## config.mk

```make
export PLATFORM = sky130hd
export DESIGN_NAME = coin_start_seq
export DESIGN_NICKNAME = d
export VERILOG_FILES = /design/src/rtl/coin_start_seq.sv
export SDC_FILE = /design/constraint.sdc
export NUM_CORES = 1
export LEC_CHECK = 0
export BUFFER_PORTS_ARGS = -buffer_cell sky130_fd_sc_hd__buf_2
export CORE_MARGIN = 5
export CORE_UTILIZATION = 60
export DETAILED_ROUTE_END_ITERATION = 12
export PLACE_DENSITY = 0.91
export SETUP_SLACK_MARGIN = 0.3
export SYNTH_ARGS = -nofsm -noshare
export SYNTH_HDL_FRONTEND = slang
export SYNTH_SLANG_ARGS = --single-unit
```

## constraint.sdc

```tcl
create_clock -name clk_sys -period 5.1 [get_ports clk_sys]
set_clock_uncertainty 0.2 [all_clocks]
set_input_delay 1.02 -clock clk_sys [delete_from_list [all_inputs] [get_ports clk_sys]]
set_output_delay 1.02 -clock clk_sys [all_outputs]
set_load 0.01 [all_outputs]
```

## src/rtl/coin_start_seq.sv

```systemverilog
// Turns a player start press into a frame-timed coin pulse, settle gap and start pulse.
// The manual coin key is ORed onto the coin output.
module coin_start_seq #(
  parameter int unsigned COIN_FRAMES  = 4,
  parameter int unsigned GAP_FRAMES   = 8,
  parameter int unsigned START_FRAMES = 4
) (
  input  logic clk_sys,
  input  logic reset,
  input  logic frame_tick,
  input  logic start1_req,
  input  logic start2_req,
  input  logic coin_req,
  output logic coin_out,
  output logic start1_out,
  output logic start2_out,
  output logic busy
);

  localparam logic [7:0] CoinLim  = 8'(COIN_FRAMES);
  localparam logic [7:0] GapLim   = 8'(GAP_FRAMES);
  localparam logic [7:0] StartLim = 8'(START_FRAMES);

  typedef enum logic [1:0] {StIdle, StCoin, StGap, StStart} state_e;

  state_e     state_q, state_d;
  logic [7:0] cnt_q, cnt_d, cnt_inc;
  logic       sel_q, sel_d;  // 0: player 1, 1: player 2
  logic       start1_q, start2_q, coin_req_q;
  logic       rise1, rise2;

  assign rise1   = start1_req & ~start1_q;
  assign rise2   = start2_req & ~start2_q;
  assign cnt_inc = cnt_q + 8'd1;

  // Edge registers reset to 1 so a key held through reset is not seen as a press.
  always_ff @(posedge clk_sys) begin
    if (reset) begin
      state_q    <= StIdle;
      cnt_q      <= 8'd0;
      sel_q      <= 1'b0;
      start1_q   <= 1'b1;
      start2_q   <= 1'b1;
      coin_req_q <= 1'b0;
    end else begin
      state_q    <= state_d;
      cnt_q      <= cnt_d;
      sel_q      <= sel_d;
      start1_q   <= start1_req;
      start2_q   <= start2_req;
      coin_req_q <= coin_req;
    end
  end

  always_comb begin
    state_d = state_q;
    cnt_d   = cnt_q;
    sel_d   = sel_q;
    unique case (state_q)
      StIdle: begin
        if (rise1) begin
          state_d = StCoin;
          sel_d   = 1'b0;
          cnt_d   = 8'd0;
        end else if (rise2) begin
          state_d = StCoin;
          sel_d   = 1'b1;
          cnt_d   = 8'd0;
        end
      end
      StCoin: begin
        if (frame_tick) begin
          if (cnt_inc == CoinLim) begin
            state_d = StGap;
            cnt_d   = 8'd0;
          end else begin
            cnt_d = cnt_inc;
          end
        end
      end
      StGap: begin
        if (frame_tick) begin
          if (cnt_inc == GapLim) begin
            state_d = StStart;
            cnt_d   = 8'd0;
          end else begin
            cnt_d = cnt_inc;
          end
        end
      end
      StStart: begin
        if (frame_tick) begin
          if (cnt_inc == StartLim) begin
            state_d = StIdle;
            cnt_d   = 8'd0;
          end else begin
            cnt_d = cnt_inc;
          end
        end
      end
      default: begin
        state_d = StIdle;
        cnt_d   = 8'd0;
      end
    endcase
  end

  always_comb begin
    coin_out   = (state_q == StCoin) | coin_req_q;
    start1_out = (state_q == StStart) & ~sel_q;
    start2_out = (state_q == StStart) & sel_q;
    busy       = (state_q != StIdle);
  end

endmodule

```

After elaboration in Yosys (flattened, before gate mapping)
Index checks and enable logic that the tools add are counted.

word-level totals
  logic and storage cells = 53
  output and inout port bits = 4
  flip-flop bits (word level) = 14
  bits of input ports = 6

operators by class
  add/sub/neg operators = 1
  bitwise operators = 8
  reduce and logical (&&, ||, !) cells = 7
  equal/unequal tests = 13
  mux-type cells = 18

operators with widths
  cell                 count
  $mux 8               6
  $pmux 8 s3           1
  $mux 2               8
  $ne 2x2->1 const B   6
  $add 8x1->8 const B  1
  $eq 8x3->1 const B   1
  $eq 8x4->1 const B   1
  $pmux 2 s4           1
  $reduce_and 7->1     1
  $and 1x1->1          4
  $eq 2x2->1 const B   2
  $reduce_bool 2->1    2
  $ne 3x3->1 const B   1
  $not 1->1            3
  $reduce_and 3->1     1
  $eq 2x1->1 const B   1
  $logic_not 2->1      1
  $mux 1               2
  $ne 2x1->1 const B   1
  $reduce_and 2->1     1
  $reduce_or 2->1      1
  $or 1x1->1           1

Longest topological paths before layout
  depth in word-level cells = 5
  depth in mapped cells = 8
  depth with buffers taken out = 8

Least setup slack after synthesis
Ideal clock, no wire load.

  path type = input to register
  start point = input port start2_req
  end point = register cnt_q[4]
  required time = 4.828 ns
  data arrival time = 2.368 ns
  slack = 2.460 ns
  cell stages on the path = 6
  setup time = 0.072 ns
  buffers on the path = 0
  path through = nor2b_1 o32ai_1 inv_1 nor2_1 a31oi_1 mux2i_1

between the ends
  longest elaborated chain between the ends = 3

RTL lines
  element                     RTL line  source
  from (decl)                 12        input logic start2_req,
  $and 1x1->1                 33        assign rise2 = start2_req & ~start2_q;
  $ne 3x3->1 (no line)        --
  $reduce_and 3->1 (no line)  --
  to (signal assigned)        47        cnt_q <= cnt_d;
  to (decl)                   27        logic [7:0] cnt_q, cnt_d, cnt_inc;

Every way passes these cells.
A chain may end at the register's enable or synchronous reset.

Worst setup path in the final report
Same ends and word-level chain as after synthesis.

==> results.yml <==
pwr:
  power_density_mw_per_mm2: 394
  internal_power_mw: 0.213
  p_clk_share_pct: 16.8
  p_seq_share_pct: 34.7
  combPwrFrac_pct: 48.6
  leakage_nw: 0.375
  irDropWorstVdd_mv: 0.222
  power.total_mw: 0.375
  netSwitchingFraction_pct: 43.4
  p_sw_mw: 0.163
die:
  fp-row-count: 13
  num_io_pins: 10
  start_util_pct: 65.2
  core-area_mm2: 0.00135
  die_area_mm2: 0.00233
  die_w_um: 48.3
  fp.dieH_um: 48.3
worst_setup_path:
  timing.rr.start: "state_q[0]"
  reg2reg_to: "cnt_q[4]"
  cp.arrival_ns: 2.97
  critPathKind: "input pin to flip-flop"
  critPathCaptureType: "flip-flop"
  cp.required_ns: 5.11
  path_max_fanout: 9
  cp-start-kind: "input pin"
  ff2ff_path_depth: 8
  rrSetupSlack_ns: 2.31
global_routing:
  grt_usage_pct: 19.5
  antenna_found_initial: 0
  grt_pass1_wl_mm: 3.13
  global_route.overflow_total: 0
  grt_pass1_vias: 772
  grt_max_degree: 16
clock_network:
  cts_setup_buffers: 0
  htree_levels: 1
  cts_buffers: 3
  cts_root_buffer: "clkbuf_4"
  clkSinkCount: 14
  cts_hold_buf: 0
  cts_resized: 0
  cts_tree: "done"
  clkSlewWorstSetupHoldPaths_ns: 0.08
  clk_latency_ns: 0.28
  cts.path.max_buffers: 2
route:
  postRouteAntennaNets: 0
  wl_per_cell_um: 14.0
  drtIter0Drc: 43
  first_pass_iters: 4
  drc_errors: 0
  via_count: 789
  routed_wirelength_mm: 1.80
  vias_per_cell: 6.12
sta:
  final.setup.tns_ns: 0
  hold_viol: 0
  tightest_slew_ns: 1.07
  fin_crit_sh_pct: 58.0
  finalMaxSlewViolations: 0
  setup_viol: 0
  rsz0062_at_grt: "no"
  worst_slew_margin_rel_pct: 28.8
  fmax_ghz: 0.338
  period_minus_slack_ns: 2.96
placement:
  dp_hpwl_mm: 1.39
  port_buffers: 9
  gp_congestion: 0.938
synthesis:
  syn_avg_cell_area_um2: 8.38
  synthCells: 105
  ys_ff_latch: 14
  yosysUniqueCellTypes: 37
  synth_top_area_cell: "dfxtp_1"
  syn_area_um2: 880
  synth_warnings: 0
  syn_nets: 117
  synth_top_area_share_pct: 31.9
  ys_seq_area_share_pct: 31.9
  ys_top_cells_by_area: "dfxtp_1, ha_1, nand2_1, a2111oi_2, inv_1"
status:
  status: "complete, no violations"
hold_path:
  hold_start: "cnt_q[7]"
  hold_depth: 2
  hold_path_end: "cnt_q[7]"
  hp-class: "flip-flop to flip-flop"
layout:
  post-route-util_pct: 70.6
  syn_to_final_growth_pct: 8.39
  antenna_cells: 0
  nets: 128
  layout-drive-gt1-share_pct: 18.4
run:
  maxCapViolations: 0
cells in the final DEF (no fill, tap or decap):
cell	instances
o32ai_1	2
nand3_1	3
or4_4	1
nand2_1	9
buf_2	9
and2_1	1
a2111oi_2	2
o21ai_0	2
a21oi_1	4
o21ai_1	2
nand3_2	1
or3_4	1
nand2b_1	3
a311oi_1	1
o211ai_1	1
and4b_1	1
dfxtp_1	14
nor2_1	8
xor2_1	3
xnor2_1	2
a31oi_1	2
nand4_1	1
o22ai_1	1
a211oi_1	1
nor2b_1	4
inv_1	8
o2111ai_1	1
nand3b_1	2
or4_1	1
or2_2	3
nor3_1	5
a22oi_1	1
ha_1	6
a221oi_2	1
mux2i_1	2
clkbuf_4	3
and3_1	2
synthesized netlist by cell type:
cell type / number
a2111oi_2: 2
a211oi_1: 1
a21oi_1: 4
a221oi_2: 1
a22oi_1: 1
a311oi_1: 1
a31oi_1: 2
and2_1: 1
and3_1: 2
and4b_1: 1
buf_2: 1
clkbuf_1: 2
dfxtp_1: 14
ha_1: 6
inv_1: 8
mux2i_1: 2
nand2_1: 9
nand2b_1: 3
nand3_1: 3
nand3_2: 1
nand3b_1: 2
nand4_1: 1
nor2_1: 8
nor2b_1: 4
nor3_1: 5
o2111ai_1: 1
o211ai_1: 1
o21ai_0: 2
o21ai_1: 2
o22ai_1: 1
o32ai_1: 2
or2_2: 3
or3_4: 1
or4_1: 1
or4_4: 1
xnor2_1: 2
xor2_1: 3
how the worst max path moves through the flow:
stage                     startpoint  endpoint  depth (start not counted)
after global placement    start2_req  cnt_q[4]                          7
after global routing      start2_req  cnt_q[4]                          7
after floorplan           start2_req  cnt_q[4]                          6
final                     start2_req  cnt_q[4]                          7
after CTS                 start2_req  cnt_q[4]                          7
after detailed placement  start2_req  cnt_q[4]                          7
final cells by class:
cell class                 count  area (µm²)
sequential                    14         280
clock buffer                   3        22.5
inverter                       8        30.0
tap                           15        18.8
multi-input combinational     80         557
fill                         106         397
timing repair buffer           9        45.0
logic make-up (layout without fill, tap and decap cells):
logic type	count (synthesis)	in the layout	share of synthesized area (%)
and+or+nand+nor	46	46	29.2
AOI/OAI and AO/OA	21	21	18.4
DFF	14	14	31.9
buffers and inverters	11	20	4.84
adders and majority gates	6	6	8.53
xor gates and xnor gates	5	5	4.98
muxes	2	2	2.28
registers in the layout, indices dropped and copies added, names as in the netlist:
signal and flops:
start1_q 1, coin_req_q 1, state_q 2, cnt_q 8, start2_q 1, sel_q 1
power by group through the flow:
stage          combinational, mW  sequential (mW)  clock (mW)
3_5_place_dp               0.180            0.133           0
4_1_cts                    0.180            0.130      0.0654
3_3_place_gp               0.172            0.131           0
2_1_floorplan              0.136            0.130           0
6_report                   0.182            0.130      0.0629
5_1_grt                    0.202            0.132      0.0722
layer usage:
| layer | part of all wire [%] | vias up | GRT usage, % |
|---|---|---|---|
| met2 | 47 | 40 | 32.0 |
| met3 | 8.6 | 4 | 6.27 |
| li1 | - | 398 | - |
| met5 | 0 | - | 0 |
| met4 | 1.2 | 0 | 9.68 |
| met1 | 43 | 347 | 22.4 |
metrics by stage:
step                      std cells  instance area (µm²)  setup WS, ns  hold WS [ns]
after floorplan                 105                  880          2.46         0.273
after global placement          126                  931          2.14         0.300
after detailed placement        126                  931          1.91         0.302
after CTS                       129                  953          2.21         0.313
after global routing            129                  953          1.97         0.353
final                           129                  953          2.14         0.311
worst max-delay path, cell delays in order:
cell,delay [ns]
buf_2,0.10
nor2b_1,0.14
o32ai_1,0.90
inv_1,0.23
nor2_1,0.34
a31oi_1,0.07
mux2i_1,0.16
Power figures use the tool's default switching activity.
